File: src/rtl/rf_muldiv_unit.sv
// Iterative multiply/divide unit that sits beside reg_file: one shift-add or
// restoring shift-subtract step per cycle, then sign fix-up and a single write-back.
module rf_muldiv_unit #(
  parameter int WIDTH = 32,
  parameter int AW    = 5
) (
  input  logic             clk,
  input  logic             rst_n,
  input  logic             start,
  input  logic [1:0]       op,
  input  logic             sgn,
  input  logic [AW-1:0]    rd_addr,
  input  logic [WIDTH-1:0] RD1,
  input  logic [WIDTH-1:0] RD2,
  output logic             busy,
  output logic             done,
  output logic [AW-1:0]    WA,
  output logic [WIDTH-1:0] WD,
  output logic             WE
);
  localparam int CW = $clog2(WIDTH);

  typedef enum logic [1:0] {IDLE, CALC, FIX, WB} state_t;

  state_t             state_reg;
  logic [CW-1:0]      cnt_reg;
  logic [2*WIDTH-1:0] acc_reg;
  logic [WIDTH-1:0]   a_mag_reg, b_mag_reg, a_raw_reg;
  logic               sa_reg, sb_reg;
  logic [1:0]         op_reg;
  logic [AW-1:0]      rd_reg;
  logic               busy_reg, done_reg, we_reg;
  logic [AW-1:0]      wa_reg;
  logic [WIDTH-1:0]   wd_reg;

  logic               sa_in, sb_in;
  logic [WIDTH-1:0]   a_mag_in, b_mag_in;
  logic [WIDTH:0]     mul_sum, div_diff;
  logic [2*WIDTH-1:0] acc_step, prod_fix;
  logic [WIDTH-1:0]   quo, rem, result;
  logic               b_zero;

  assign sa_in    = sgn & RD1[WIDTH-1];
  assign sb_in    = sgn & RD2[WIDTH-1];
  assign a_mag_in = sa_in ? -RD1 : RD1;
  assign b_mag_in = sb_in ? -RD2 : RD2;

  // acc holds {partial product, multiplier} for MUL and {remainder, quotient} for DIV/REM
  always_comb begin
    mul_sum  = {1'b0, acc_reg[2*WIDTH-1:WIDTH]} + (acc_reg[0] ? {1'b0, a_mag_reg} : '0);
    div_diff = acc_reg[2*WIDTH-1:WIDTH-1] - {1'b0, b_mag_reg};
    if (!op_reg[1])
      acc_step = {mul_sum, acc_reg[WIDTH-1:1]};
    else if (!div_diff[WIDTH])
      acc_step = {div_diff[WIDTH-1:0], acc_reg[WIDTH-2:0], 1'b1};
    else
      acc_step = {acc_reg[2*WIDTH-2:0], 1'b0};
  end

  // -2^31 / -1 needs no special path: magnitudes 0x8000_0000/1 give quotient 0x8000_0000, remainder 0
  always_comb begin
    prod_fix = (sa_reg ^ sb_reg) ? -acc_reg : acc_reg;
    quo      = acc_reg[WIDTH-1:0];
    rem      = acc_reg[2*WIDTH-1:WIDTH];
    b_zero   = (b_mag_reg == '0);
    case (op_reg)
      2'b00:   result = prod_fix[WIDTH-1:0];
      2'b01:   result = prod_fix[2*WIDTH-1:WIDTH];
      2'b10:   result = b_zero ? '1 : ((sa_reg ^ sb_reg) ? -quo : quo);
      default: result = b_zero ? a_raw_reg : (sa_reg ? -rem : rem);
    endcase
  end

  always_ff @(posedge clk or negedge rst_n) begin
    if (!rst_n) begin
      state_reg <= IDLE;
      cnt_reg   <= '0;
      acc_reg   <= '0;
      a_mag_reg <= '0;
      b_mag_reg <= '0;
      a_raw_reg <= '0;
      sa_reg    <= 1'b0;
      sb_reg    <= 1'b0;
      op_reg    <= 2'b00;
      rd_reg    <= '0;
      busy_reg  <= 1'b0;
      done_reg  <= 1'b0;
      we_reg    <= 1'b0;
      wa_reg    <= '0;
      wd_reg    <= '0;
    end else begin
      we_reg   <= 1'b0;
      done_reg <= 1'b0;
      case (state_reg)
        // WB returns to IDLE on its closing edge, so a start there is accepted back-to-back
        IDLE, WB: begin
          busy_reg  <= 1'b0;
          state_reg <= IDLE;
          if (start) begin
            busy_reg  <= 1'b1;
            state_reg <= CALC;
            cnt_reg   <= '0;
            a_mag_reg <= a_mag_in;
            b_mag_reg <= b_mag_in;
            a_raw_reg <= RD1;
            sa_reg    <= sa_in;
            sb_reg    <= sb_in;
            op_reg    <= op;
            rd_reg    <= rd_addr;
            acc_reg   <= {{WIDTH{1'b0}}, (op[1] ? a_mag_in : b_mag_in)};
          end
        end
        CALC: begin
          acc_reg <= acc_step;
          cnt_reg <= cnt_reg + 1'b1;
          if (cnt_reg == CW'(WIDTH - 1))
            state_reg <= FIX;
        end
        FIX: begin
          wd_reg    <= result;
          wa_reg    <= rd_reg;
          we_reg    <= (rd_reg != '0);
          done_reg  <= 1'b1;
          state_reg <= WB;
        end
        default: state_reg <= IDLE;
      endcase
    end
  end

  assign busy = busy_reg;
  assign done = done_reg;
  assign WE   = we_reg;
  assign WA   = wa_reg;
  assign WD   = wd_reg;
endmodule

File: config.mk
export PLATFORM = sky130hd
export DESIGN_NAME = rf_muldiv_unit
export DESIGN_NICKNAME = d
export VERILOG_FILES = /design/src/rtl/rf_muldiv_unit.sv
export SDC_FILE = /design/constraint.sdc
export NUM_CORES = 1
export LEC_CHECK = 0
export BUFFER_PORTS_ARGS = -buffer_cell sky130_fd_sc_hd__buf_2
export CORE_MARGIN = 2
export CORE_UTILIZATION = 60
export CTS_CLUSTER_DIAMETER = 80
export DETAILED_ROUTE_END_ITERATION = 8
export GPL_ROUTABILITY_DRIVEN = 0
export PLACE_DENSITY = 0.81
export SLEW_MARGIN = 5
export SYNTH_ARGS = -nofsm -noshare
export SYNTH_HDL_FRONTEND = slang
export SYNTH_SLANG_ARGS = --single-unit
File: constraint.sdc
create_clock -name clk -period 7.6 [get_ports clk]
set_clock_uncertainty 0.1 [all_clocks]
set_input_delay 0.38 -clock clk [delete_from_list [all_inputs] [get_ports clk]]
set_output_delay 0.38 -clock clk [all_outputs]
set_load 0.005 [all_outputs]
# Word level (Yosys, flattened, before mapping)
# Index checks and enable logic that the tools add are counted.
dict set report word_totals {
  word_cells 64
  in_bits 75
  register_bits 216
  out_inout_bits 40
}
dict set report op_classes {
  n_bitwise 3
  n_mux 22
  n_addsub 8
  n_reduce_logical 8
  eq_ne 8
}
# cell n
set ops {}
lappend ops {{two-way mux 32 bit} 8}
lappend ops {{two-way mux 64 bit} 4}
lappend ops {{negator 32 bit} 4}
lappend ops {{case mux 64 bit (2 select lines)} 1}
lappend ops {{case mux 32 bit (3 select lines)} 1}
lappend ops {{negator 64 bit} 1}
lappend ops {{adder 32 x 32 -> 33 bit} 1}
lappend ops {{subtractor 33 x 32 -> 33 bit} 1}
lappend ops {{logical NOT 32 bit} 1}
lappend ops {{case mux 5 bit (2 select lines)} 1}
lappend ops {{equality test 2 bit (second input constant)} 3}
lappend ops {{case mux 2 bit (3 select lines)} 1}
lappend ops {{adder 5 x 1 -> 5 bit (second input constant)} 1}
lappend ops {{equality test 5 bit (second input constant)} 1}
lappend ops {{two-way mux 5 bit} 1}
lappend ops {{nonzero test 5 bit} 1}
lappend ops {{equality test 2 x 1 -> 1 bit (second input constant)} 2}
lappend ops {{logical NOT 2 bit} 2}
lappend ops {{two-way mux 1 bit} 4}
lappend ops {{!= test 2 bit (second input constant)} 2}
lappend ops {{AND reduction 2 bit} 2}
lappend ops {{bitwise AND 1 bit} 2}
lappend ops {{two-way mux 2 bit} 1}
lappend ops {{nonzero test 2 bit} 1}
lappend ops {{other kinds (2)} 2}

# Depth between registers and ports, before layout
# Gate-level depths: netlist of the first run.
dict set report logic_depth {
  word_depth 5
  mapped_depth 14
  ltp_nobuf 13
}

# Least setup slack after synthesis of the first run
# No wires, ideal clock.
dict set report synth_timing {
  kind {register to register}
  startpoint {register acc_reg[31]}
  endpoint {register acc_reg[32]}
  setup_time_ns 0.139
  stages_incl_launch_ff 15
  required_ns 7.361
  arrival_time_ns 3.050
  path_buffers 2
  period_less_slack_ns 3.289
  path_slack_ns 4.311
  path_cell_list {dfrtp_1 inv_1 ha_1 fa_1 nand2b_1 a21oi_1 o211ai_1 a211oi_1 nor2_1 xnor2_1 clkbuf_1 clkbuf_1 nand2_1 o211ai_1 o221ai_1}
}
dict set report synth_via {
  elab_chain_len 4
}
# element line
set synth_rtl {}
lappend synth_rtl {{start: declaration} 27} ;# logic [2*WIDTH-1:0] acc_reg;
lappend synth_rtl {{start signal: assignment} 110} ;# acc_reg <= {{WIDTH{1'b0}}, (op[1] ? a_mag_in : b_mag_in)};
lappend synth_rtl {{start signal: assignment} 114} ;# acc_reg <= acc_step;
lappend synth_rtl {{subtractor 33 x 32 -> 33 bit} 51} ;# div_diff = acc_reg[2*WIDTH-1:WIDTH-1] - {1'b0, b_mag_reg};
lappend synth_rtl {{two-way mux 64 bit *} 54} ;# else if (!div_diff[WIDTH])
lappend synth_rtl {{two-way mux 64 bit *} 52} ;# if (!op_reg[1])
lappend synth_rtl {{case mux 64 bit (2 select lines) *} 94} ;# case (state_reg)
# Mark *: on every way between the ends. The rest lies on a longest branch, timed or not.
# A chain may end at the register's enable or synchronous reset.

# Worst setup path after layout of the first run
dict set report layout_timing {
  startpoint {register acc_reg[31]}
  endpoint {register acc_reg[48]}
}
dict set report layout_via {
  elab_chain_len 4
}
# element line
set layout_rtl {}
lappend layout_rtl {{subtractor 33 x 32 -> 33 bit} 51}
lappend layout_rtl {{two-way mux 64 bit} 54}
lappend layout_rtl {{two-way mux 64 bit} 52}
lappend layout_rtl {{case mux 64 bit (2 select lines)} 94}
# Every way passes these cells.

==> results_dict.tcl, run 1 <==
set metrics [dict create \
    synth_edf_count 0 \
    synthTopCellsByCount "nand2_1 (228), dfrtp_1 (215), a21oi_1 (192), nor2_1 (176), o21ai_0 (176)" \
    drv_slew 0 \
    yosysMostFrequentCell "nand2_1" \
    stdcell_area_um2 18800 \
    power_density_nw_per_um2 496 \
    cp-start-kind "flip-flop" \
    gr-total-overflow 0 \
    pre_cts_ws_ps 3490 \
    portBuffers 114 \
    ys_ff_latch 215 \
    via_count 16884 \
    avgSynthCellArea_um2 8.14 \
    cp_common_cell "nor2_1" \
    dr.pass1.iters 8 \
    final_core_util 0.673 \
    synth_top_cell_by_area "dfrtp_1" \
    largest_reg_flops 64 \
    die_h_um 173 \
    clock_sinks 215 \
    antenna_found_initial 1 \
    grt_pass1_wl_mm 87.5 \
    clockRootBuffer "clkbuf_16" \
    grt_max_degree 94 \
    drc_errors 0 \
    drive_gt1_frac 0.126 \
    cp_cell_sequence "inv_1, ha_1, fa_1, nand2b_1, a21oi_1, o211ai_1, a211oi_1, nor2_1, xnor2_2, buf_4, mux2i_1, nor2_1, a221o_1" \
    drv_cap 0 \
    synth_area_um2 17100 \
    cts_tree "built" \
    ys_types 73 \
    die_area_um2 29900 \
    peakVddDrop_v 0.000486 \
    n_antenna_cell 0 \
    placedCellCount 2475 \
    clk_path_buf_depth 3 \
    power.leakage_uw 0.00825 \
    post-route-period-util 0.565 \
    syn_nets 2252 \
    vias_per_cell 6.68 \
    row_count 61 \
    fin_nets 2281 \
    fmax_mhz 233 \
    setup_viol 0 \
    ant_nets 0 \
    yosysWarningCount 0 \
    setup-tns-final_ps 0 \
    drt-total-wl_mm 55.9 \
    end_kind "flip-flop" \
    finalNonFillerCells 2529 \
    crit_fanout 26 \
    htreeDepth 1 \
    io_pins 115 \
    worstSetupPathType "reg2reg" \
    drtIter0Drc 2247 \
    cp_num_buf_inv 2 \
    coreArea_um2 27900 \
    synth_area_leaders "dfrtp_1 (31%), xnor2_1 (5.8%), a21oi_1 (5.6%)" \
    outcome "finished clean" \
    ys_seq_area_frac 0.314 \
    wl_per_cell_um 22.1 \
    die_x_um 173 \
    synthFlopType "dfrtp_1" \
    tightest_slew_ps 996 \
    area_growth_syn_to_layout_pct 9.86 \
    required_ps 7920 \
    dpl_cell_area_um2 17900 \
    arrival_ps 4610 \
    cts-buffers-inserted 26 \
    max_stage_delay_ps 600 \
    slowest_stage "xnor2_2" \
    clk_pin_slew_ps 70 \
    fin_ws_ps 3310 \
    rsz0062_at_grt "false" \
    postSynthCellCount 2103 \
    initial_core_util 0.613 \
    synth_top_area_frac 0.314 \
    min_path_type "in2reg" \
    first_global_vias 15733 \
    cts_repair_resize_count 0 \
    grt_usage 0.365 \
    async_reset_ff_frac 1.00 \
    post-route-min-period_ps 4290 \
    finalHoldViolations 0 \
    crit_family "compound AO/OA/AOI/OAI gates" \
    max_slew_margin 0.336 \
    hpwlAfterDp_mm 41.7 \
    clock_latency_ps 560 \
]
-- final cells by class --
type	instances	area, µm²
Inverter	69	259
Multi-Input combinational cell	1678	11000
Tap cell	378	473
Clock inverter	17	204
Fill cell	2320	9120
Clock buffer	30	686
Sequential cell	215	5380
Timing Repair Buffer	142	808
-- per-stage QoR --
stage          total power (µW)  hold slack [ps]
6_report                   9330             11.7
5_1_grt                    9960             35.8
4_1_cts                    9150             2.16
3_5_place_dp               7810              344
3_3_place_gp               7650              332
2_1_floorplan              6310            -15.6
-- logic make-up (layout without fill, tap and decap cells) --
logic type,Yosys count,in the layout,synth area share
xor gates and xnor gates,203,203,0.104
AOI/OAI and AO/OA,621,621,0.224
DFF,215,215,0.314
adders and majority gates,74,74,0.0549
and+or+nand+nor,658,658,0.181
buffers and inverters,210,258,0.0464
muxes,122,122,0.0754
-- per-layer routing --
| layer | track usage | vias to the layer above | wire length, µm | part of all wire |
|---|---|---|---|---|
| met5 | 0 | - | 0 | 0 |
| met4 | 0.210 | 0 | 3930 | 0.070 |
| met3 | 0.0825 | 254 | 6150 | 0.11 |
| met2 | 0.542 | 1100 | 23700 | 0.42 |
| met1 | 0.492 | 7917 | 22100 | 0.40 |
| li1 | - | 7613 | - | - |
-- cell usage in the layout, fill, tap and decap left out, types with 21 or more instances in the layout --
cell type	instances
clkbuf_16	26
xor2_1	89
nor3_1	48
a21oi_1	192
dfrtp_1	214
buf_4	21
o21ai_0	175
nand3_1	34
and2_1	43
inv_1	68
nand2_1	227
a31oi_1	32
nor2_1	175
nor4_1	21
ha_1	71
mux2i_1	66
a211oi_1	21
buf_2	113
mux2_2	56
xnor2_1	111
-- power breakdown --
| group | internal [µW] | leakage (µW) | total, µW | switching (µW) |
|---|---|---|---|---|
| clock network | 782 | 0.000436 | 1310 | 526 |
| logic | 2250 | 0.00519 | 5670 | 3420 |
| registers | 1690 | 0.00262 | 2350 | 660 |
| total | 4730 | 0.00825 | 9330 | 4600 |
-- path summary, 6_finish.rpt --
check	from	cells after the start	to	slack (ps)
setup / recovery	acc_reg[31]	13	acc_reg[48]	3310
hold / removal	RD1[28]	2	a_raw_reg[28]	10
setup reg to reg	acc_reg[31]	13	acc_reg[48]	3310
hold reg to reg	WD[28]	1	WD[28]	370
max in group asynchronous	rst_n	3	a_raw_reg[6]	5690
min in group asynchronous	rst_n	2	WD[30]	330
-- repair_timing --
item                                   4_1_cts  5_1_grt
hold buffers                                 7        0
endpoints found under the hold margin       93        0
buffers inserted                             0        0
Note: power is estimated with default switching activity, not from simulation.
==> run 2: changes to the inputs <==
==> constraint.sdc (replaced) <==
create_clock -name clk -period 4.1 [get_ports clk]
set_clock_uncertainty 0.1 [all_clocks]
set_input_delay 0.205 -clock clk [delete_from_list [all_inputs] [get_ports clk]]
set_output_delay 0.205 -clock clk [all_outputs]
set_load 0.005 [all_outputs]
==> results_dict.tcl, run 2 (synthesis results as in run 1) <==
set metrics [dict create \
    final_common_cell "nand2_1" \
    initial_core_util 0.613 \
    reg2reg_setup_slack_ps 350 \
    coreArea_um2 27900 \
    drive_gt1_frac 0.132 \
    die_x_um 173 \
    setup-tns-final_ps 0 \
    fmax_mhz 267 \
    rsz0062_at_grt "false" \
    dpl_cell_area_um2 18100 \
    largest_reg_flops 64 \
    wl_per_cell_um 22.3 \
    peakVddDrop_v 0.000834 \
    io_pins 115 \
    n_antenna_cell 0 \
    clk_path_buf_depth 3 \
    whs_ps 21.5 \
    cts-buffers-inserted 26 \
    fin_nets 2352 \
    post-route-period-util 0.915 \
    drt-total-wl_mm 57.8 \
    p_clk_frac 0.140 \
    intPower_uw 8940 \
    cp-start-kind "flip-flop" \
    portBuffers 114 \
    worstHoldEndpoint "acc_reg[24]" \
    p_sw_uw 8620 \
    grt_pass1_wl_mm 91.0 \
    crit_fanout 35 \
    arrival_ps 4040 \
    grt_max_degree 100 \
    min_path_type "in2reg" \
    row_count 61 \
    hold_path.startpoint "RD2[24]" \
    stdcell_area_um2 19500 \
    area_growth_syn_to_layout_pct 13.8 \
    post_cts_buffers 0 \
    htreeDepth 1 \
    max_slew_margin 0.358 \
    clk_pin_slew_ps 60 \
    p_comb_frac 0.613 \
    power_density_nw_per_um2 901 \
    antenna_found_initial 0 \
    power.leakage_uw 0.00857 \
    drv_slew 0 \
    post-route-min-period_ps 3750 \
    drv_cap 0 \
    hpwlAfterDp_mm 42.6 \
    finalHoldViolations 0 \
    setup_viol 0 \
    clockRootBuffer "clkbuf_16" \
    pwr-share-seq 0.248 \
    first_global_vias 16723 \
    ant_nets 0 \
    nFillCells 2192 \
    worstSetupPathType "reg2reg" \
    die_h_um 173 \
    timing.rr.start "acc_reg[0]" \
    gr-total-overflow 0 \
    r2r-end "acc_reg[63]" \
    required_ps 4390 \
    end_kind "flip-flop" \
    die_area_um2 29900 \
    worstRegToRegCells 12 \
    grt_usage 0.379 \
    drtIter0Drc 1939 \
    drc_errors 0 \
    via_count 17289 \
    outcome "finished clean" \
    multiInputGateArea_um2 11000 \
    tightest_slew_ps 960 \
    seq_area_um2 5380 \
    dr.pass1.iters 7 \
    most-common-layout-cells "nand2_1 (227), dfrtp_1 (213), a21oi_1 (192)" \
    hold_depth 3 \
    cts_tree "built" \
    p_sw_frac 0.491 \
    clock_latency_ps 560 \
    clock_sinks 215 \
    vias_per_cell 6.65 \
]
run 2: cell types whose count changed in the layout (fill, tap and decap cells not counted), moves of 2 or more:
cell | before | now
clkbuf_1 | 2 | 7
dlygate4sd3_1 | 7 | 51
clkbuf_8 | 2 | 4
clkinv_2 | 9 | 1
buf_12 | 0 | 2
buf_4 | 21 | 46
run 2: power groups by stage:
stage               Clock (µW)  Sequential (µW)  Combinational [µW]
finish                    2450             4350               10800
global route              2540             4440               11700
CTS                       2460             4280               10400
detailed placement           0             4300               10300
global placement             0             4260               10100
floorplan                    0             3740                7950
run 2: layout make-up:
| type | instances | area share |
|---|---|---|
| repair buffers | 213 | 0.0758 |
| well taps | 378 | 0.0243 |
| inverters | 69 | 0.0133 |
| clock buffers | 37 | 0.0376 |
| multi-input cells | 1678 | 0.564 |
| clock inverters | 9 | 0.00848 |
| flip-flops and latches | 215 | 0.276 |
run 2: worst max-delay path, cell delays in order (launching register included):
cell and delay (ps):
dfrtp_2 710, and2_1 220, ha_1 190, inv_1 70, fa_1 370, nor2b_1 210, o211ai_1 140, a21oi_1 320
o2111ai_1 230, a21oi_1 250, o41ai_1 140, o21a_1 200, a2111oi_0 440
run 2: how the worst max path moves through the flow:
stage,startpoint,endpoint
after floorplan,acc_reg[31],acc_reg[32]
after global placement,acc_reg[0],acc_reg[60]
after detailed placement,acc_reg[0],acc_reg[63]
after CTS,acc_reg[0],acc_reg[63]
after global routing,acc_reg[0],acc_reg[63]
final,acc_reg[0],acc_reg[63]
run 2: routing by layer:
metal | GRT usage | routed length [µm] | vias up
met5 | 0 | 0 | -
li1 | - | - | 7743
met3 | 0.0906 | 6600 | 255
met4 | 0.225 | 4040 | 0
met2 | 0.578 | 25000 | 1162
met1 | 0.492 | 22200 | 8129
run 2: stage by stage:
step / setup WS (ps) / power (µW) / util / std cells
6_report: 350 / 17600 / 0.698 / 2599
5_1_grt: 116 / 18700 / 0.698 / 2599
4_1_cts: 141 / 17200 / 0.698 / 2599
3_5_place_dp: 231 / 14600 / 0.647 / 2502
3_3_place_gp: 440 / 14300 / 0.647 / 2502
2_1_floorplan: 811 / 11700 / - / 2103
run 2: what timing repair did:
item                       in CTS  in global routing
resized for setup               0                  1
setup endpoints to repair       0                  3
hold buffers                   51                  0
hold endpoints to repair      160                  0
